**config.mk**
```make
export PLATFORM = sky130hd
export DESIGN_NAME = drlp_sld_feeder
export DESIGN_NICKNAME = d
export VERILOG_FILES = /design/src/rtl/drlp_sld_feeder.sv
export SDC_FILE = /design/constraint.sdc
export NUM_CORES = 1
export LEC_CHECK = 0
export BUFFER_PORTS_ARGS = -buffer_cell sky130_fd_sc_hd__clkbuf_2
export CELL_PAD_IN_SITES_DETAIL_PLACEMENT = 0
export CELL_PAD_IN_SITES_GLOBAL_PLACEMENT = 1
export CORE_AREA = 2 2 103 105
export DETAILED_ROUTE_END_ITERATION = 10
export DIE_AREA = 0 0 105 107
export GPL_TIMING_DRIVEN = 0
export PLACE_DENSITY = 0.81
export SLEW_MARGIN = 25
export SYNTH_ARGS = -nofsm -noshare
export SYNTH_HDL_FRONTEND = slang
export SYNTH_SLANG_ARGS = --single-unit
```
**constraint.sdc**
```tcl
create_clock -name i_clk -period 4.35 [get_ports i_clk]
set_input_delay 0.435 -clock i_clk [delete_from_list [all_inputs] [get_ports i_clk]]
set_output_delay 0.435 -clock i_clk [all_outputs]
set_load 0.02 [all_outputs]
```
**src/rtl/drlp_sld_feeder.sv**
```systemverilog
// Sliding-window feeder: streams line-buffer columns into the window regfile and
// hands each complete stride-1 window to the PE array with a valid/ready handshake.
module drlp_sld_feeder #(
   parameter int DATA_WIDTH     = 8,
   parameter int ROW_NUM        = 6,
   parameter int COL_DATA_WIDTH = DATA_WIDTH * ROW_NUM,
   parameter int ADDR_WIDTH     = 10,
   parameter int CNT_WIDTH      = 8
) (
   input  logic                      i_clk,
   input  logic                      i_rst,
   input  logic                      i_start,
   input  logic [1:0]                i_cfg_mode,
   input  logic                      i_cfg_3x3,
   input  logic [ADDR_WIDTH-1:0]     i_cfg_base,
   input  logic [CNT_WIDTH-1:0]      i_cfg_cols,
   output logic                      o_rd_en,
   output logic [ADDR_WIDTH-1:0]     o_rd_addr,
   input  logic [COL_DATA_WIDTH-1:0] i_rd_data,
   output logic [COL_DATA_WIDTH-1:0] o_data,
   output logic                      o_shift,
   output logic [1:0]                o_mode,
   output logic                      o_3x3,
   output logic                      o_win_valid,
   input  logic                      i_win_ready,
   output logic                      o_busy,
   output logic                      o_done,
   output logic                      o_err
);

   localparam logic [2:0] S_IDLE  = 3'd0;
   localparam logic [2:0] S_FILL  = 3'd1;
   localparam logic [2:0] S_WAIT  = 3'd2;
   localparam logic [2:0] S_SLIDE = 3'd3;
   localparam logic [2:0] S_DONE  = 3'd4;

   localparam logic [CNT_WIDTH-1:0] CNT_ONE   = CNT_WIDTH'(1);
   localparam logic [CNT_WIDTH-1:0] CNT_THREE = CNT_WIDTH'(3);

   logic [2:0]            state_q, state_d;
   logic [1:0]            mode_q, mode_d;
   logic                  half_q, half_d;
   logic                  err_flag_q, err_flag_d;
   logic [CNT_WIDTH-1:0]  n_win_q, n_win_d;
   logic [CNT_WIDTH-1:0]  rd_cnt_q, rd_cnt_d;
   logic [CNT_WIDTH-1:0]  sh_cnt_q, sh_cnt_d;
   logic [CNT_WIDTH-1:0]  win_cnt_q, win_cnt_d;
   logic                  rd_en_q, rd_en_d;
   logic [ADDR_WIDTH-1:0] rd_addr_q, rd_addr_d;
   logic                  shift_q, shift_d;
   logic                  valid_q, valid_d;
   logic                  done_q, done_d;
   logic                  err_q, err_d;

   logic [CNT_WIDTH-1:0]  k_cur;
   logic [CNT_WIDTH-1:0]  k_new;

   // Window width K = mode + 3, for the latched strip and for a start being accepted.
   assign k_cur = CNT_WIDTH'(mode_q) + CNT_THREE;
   assign k_new = CNT_WIDTH'(i_cfg_mode) + CNT_THREE;

   always_comb begin
      state_d    = state_q;
      mode_d     = mode_q;
      half_d     = half_q;
      err_flag_d = err_flag_q;
      n_win_d    = n_win_q;
      rd_cnt_d   = rd_cnt_q;
      sh_cnt_d   = sh_cnt_q;
      win_cnt_d  = win_cnt_q;
      rd_en_d    = 1'b0;
      rd_addr_d  = rd_addr_q;
      shift_d    = rd_en_q;
      valid_d    = valid_q;
      done_d     = 1'b0;
      err_d      = 1'b0;

      case (state_q)
         S_IDLE: begin
            if (i_start) begin
               mode_d    = i_cfg_mode;
               half_d    = i_cfg_3x3;
               rd_cnt_d  = '0;
               sh_cnt_d  = '0;
               win_cnt_d = '0;
               if (i_cfg_cols < k_new) begin
                  err_flag_d = 1'b1;
                  state_d    = S_DONE;
               end else begin
                  err_flag_d = 1'b0;
                  n_win_d    = i_cfg_cols - k_new + CNT_ONE;
                  rd_en_d    = 1'b1;
                  rd_addr_d  = i_cfg_base;
                  rd_cnt_d   = CNT_ONE;
                  state_d    = S_FILL;
               end
            end
         end
         S_FILL: begin
            if (rd_cnt_q < k_cur) begin
               rd_en_d   = 1'b1;
               rd_addr_d = rd_addr_q + ADDR_WIDTH'(1);
               rd_cnt_d  = rd_cnt_q + CNT_ONE;
            end
            if (shift_q) begin
               sh_cnt_d = sh_cnt_q + CNT_ONE;
               if (sh_cnt_q == k_cur - CNT_ONE) begin
                  state_d = S_WAIT;
                  valid_d = 1'b1;
               end
            end
         end
         S_WAIT: begin
            if (i_win_ready) begin
               valid_d   = 1'b0;
               win_cnt_d = win_cnt_q + CNT_ONE;
               if (win_cnt_q + CNT_ONE == n_win_q) begin
                  state_d = S_DONE;
               end else begin
                  rd_en_d   = 1'b1;
                  rd_addr_d = rd_addr_q + ADDR_WIDTH'(1);
                  state_d   = S_SLIDE;
               end
            end
         end
         S_SLIDE: begin
            // Valid comes back only after the regfile has absorbed the new column.
            if (shift_q) begin
               state_d = S_WAIT;
               valid_d = 1'b1;
            end
         end
         S_DONE: begin
            done_d  = 1'b1;
            err_d   = err_flag_q;
            state_d = S_IDLE;
         end
         default: state_d = S_IDLE;
      endcase
   end

   always_ff @(posedge i_clk) begin
      if (i_rst) begin
         state_q    <= S_IDLE;
         mode_q     <= '0;
         half_q     <= 1'b0;
         err_flag_q <= 1'b0;
         n_win_q    <= '0;
         rd_cnt_q   <= '0;
         sh_cnt_q   <= '0;
         win_cnt_q  <= '0;
         rd_en_q    <= 1'b0;
         rd_addr_q  <= '0;
         shift_q    <= 1'b0;
         valid_q    <= 1'b0;
         done_q     <= 1'b0;
         err_q      <= 1'b0;
      end else begin
         state_q    <= state_d;
         mode_q     <= mode_d;
         half_q     <= half_d;
         err_flag_q <= err_flag_d;
         n_win_q    <= n_win_d;
         rd_cnt_q   <= rd_cnt_d;
         sh_cnt_q   <= sh_cnt_d;
         win_cnt_q  <= win_cnt_d;
         rd_en_q    <= rd_en_d;
         rd_addr_q  <= rd_addr_d;
         shift_q    <= shift_d;
         valid_q    <= valid_d;
         done_q     <= done_d;
         err_q      <= err_d;
      end
   end

   assign o_rd_en     = rd_en_q;
   assign o_rd_addr   = rd_addr_q;
   assign o_data      = i_rd_data;
   assign o_shift     = shift_q;
   assign o_mode      = mode_q;
   assign o_3x3       = half_q;
   assign o_win_valid = valid_q;
   assign o_busy      = (state_q != S_IDLE);
   assign o_done      = done_q;
   assign o_err       = err_q;

endmodule

```
==> flow_summary.toml <==
[timing]
slew_violations = 0
fin_crit_ns = 2.67
fin_skew_ns = 0.00918
finalSetupTns_ns = 0
relSlewSlack = 0.623
tightestPinTransition_ns = 0.565
setup-violations-final = 0
finalHoldViolations = 0
setup_slack_ns = 1.68
grt_setup_unrepaired = "false"
max_freq_mhz = 374
fin_crit_sh = 0.614

[yosys]
synth_warnings = 0
seq_area_frac_synth = 0.290
synth.cell_area_um2 = 3730
syn_area_per_cell_um2 = 8.21
synth.distinct_cells = 72
ys_ff_latch = 54
syn-num-nets = 552
ys.flop_type = "dfxtp_1"
synth_top_area_frac = 0.290
yosysTopAreaCell = "dfxtp_1"
netlist_instances = 454
synth_edf_count = 0
synth_area_leaders = "dfxtp_1 (29%), buf_4 (10%), ha_1 (8.1%)"
ys_async_sr_fraction = 0

[global_routing]
grt_max_degree = 15
antenna_found_initial = 0
grtUsageTotal = 0.159
grt_pass1_vias = 3305
grt_overflow = 0
grt_pass1_wl_um = 15000

[floorplanning]
ioPinCount = 140
die_area_um2 = 11200
dieHeight_um = 107
rows = 37
start_util = 0.369
die_w_um = 105
core_area_um2 = 10100

[clock_tree]
clk-insertion-delay-late_ns = 0.31
path_clk_slew_ns = 0.10
holdBufCountCts = 0
cts_post_setup_buffers_inserted = 0
cts.path.max_buffers = 2
cts_buffers = 5
clock-root-buffer = "clkbuf_8"
clock_sinks = 54
cts_htree_levels = 2
cts_resized = 0
cts_tree = "yes"

[place]
place_area_um2 = 4350
finalWeightedCongestion = 0.814
dpl.hpwl_um = 7000
pre_cts_slack_ns = 1.49
portBuffers = 91

[routing]
drtIter0Drc = 125
drc = 0
wire_per_inst_um = 13.0
via_count = 3398
ant_nets = 0
via_per_inst = 4.94
first_pass_iters = 4
wirelength_um = 8920

[min_path]
min_path_cells = 3
worstHoldEndpoint = "o_3x3"
hold_path_startpoint = "i_cfg_3x3"
min_path_type = "in -> reg"

[critical_path]
r2r_end = "o_rd_addr[0]"
r2r_cells = 9
critPathRequiredTime_ns = 4.59
r2r_start = "o_mode[0]"
critPathKind = "reg -> reg"
critPathLaunchType = "flop"
reg2reg_slack_ns = 1.68
cp_max_fo = 9
cp-end-kind = "flop"
critPathArrivalTime_ns = 2.91

[run_status]
status = "completed"

[finish]
drive_gt1_frac = 0.308
final.fill_count = 1063
final_common_cell = "clkbuf_2"
mostFrequentLayoutCells = "clkbuf_2 (91), dfxtp_1 (54), buf_4 (51)"
area_growth_pct = 18.8
antennaDiodeCount = 0
finalInstanceArea_um2 = 4430
final_nets = 650

[flow_run]
maxCapViolations = 0

[power_and_ir_drop]
vdd_drop_max_uv = 176
leakagePower_nw = 2.04
power_density_nw_per_um2 = 321
==> how the worst max path moves through the flow <==
stage | start | endpoint | slack (ns)
after CTS | o_mode[0] | o_rd_addr[0] | 1.69
after global routing | o_mode[0] | o_rd_addr[0] | 1.35
after floorplan | i_cfg_mode[0] | n_win_q[7] | 1.82
after global placement | i_cfg_mode[0] | o_rd_addr[4] | 1.52
final | o_mode[0] | o_rd_addr[0] | 1.68
after detailed placement | i_cfg_mode[0] | n_win_q[7] | 1.49
==> stage by stage <==
stage | total power (W) | hold WS (ns) | std cells | util
CTS | 0.00144 | 0.346 | 688 | 0.439
finish | 0.00142 | 0.350 | 688 | 0.439
floorplan | 0.00101 | 0.430 | 454 | -
global route | 0.00152 | 0.362 | 688 | 0.439
global placement | 0.00115 | 0.437 | 681 | 0.431
detailed placement | 0.00116 | 0.443 | 681 | 0.431
==> synthesized netlist by cell type, drive strengths merged (2+ instances only) <==
cell type  instances
nor3               9
and4               2
a31o               3
nand2b             4
nand3b             3
o21bai             5
a31oi             10
nor4b              2
or2                4
inv               22
dfxtp             54
nor2b              3
nand4              5
nand2             33
nor4               3
o31ai              4
xnor2             11
or4                2
a21o               4
clkbuf            11
ha                24
buf               58
nand3             14
and2               4
o21a               2
a2111oi            3
o21ai             11
a211oi             7
or3                6
mux2i              7
and3              10
nor2              48
a21oi             28
a311o              2
xor2              13
==> worst max-delay path, cell delays in order (launching register included) <==
cell and delay, ns:
dfxtp_1 0.48, inv_1 0.08, ha_1 0.34, ha_1 0.28, o21ai_0 0.07, nand2b_1 0.09
a21oi_2 0.37, nor2_1 0.24, or4_1 0.54, a21oi_1 0.13
==> final cells by class <==
cell class	instances	area, um^2	area share
buffer	69	492	0.111
clock buffer	7	76.3	0.0172
inverter	23	86.3	0.0195
multi-input combinational	308	2070	0.467
sequential	54	1080	0.244
tap	136	170	0.0384
timing repair buffer	91	455	0.103
==> cell families after synthesis <==
| kind of cell | share of synthesized area |
|---|---|
| AO/OA/AOI/OAI | 0.174 |
| XOR/XNOR | 0.0564 |
| adder cells (fa/ha/maj) | 0.0859 |
| buffers and inverters | 0.155 |
| flip-flops | 0.290 |
| multiplexers | 0.0188 |
| AND/OR/NAND/NOR | 0.220 |
==> state kept, by name, summed over array words and instances (netlist names), 2 cells and up <==
name	count
n_win_q	8
o_mode	2
o_rd_addr	10
rd_cnt_q	8
sh_cnt_q	8
state_q	3
win_cnt_q	8
==> where the power goes <==
group	total, W	internal (W)	switching (W)
Clock	0.000271	0.000112	0.000160
Combinational	0.000545	0.000225	0.000320
Sequential	0.000605	0.000546	0.0000593
==> per-layer routing <==
metal,wire [um],vias to the layer above,GRT usage
li1,-,1730,-
met1,4100,1567,0.205
met3,427,6,0.0231
met2,4370,95,0.286
met5,0,-,0
met4,33,0,0.0229
No activity file was read; power rests on OpenSTA's default activity.
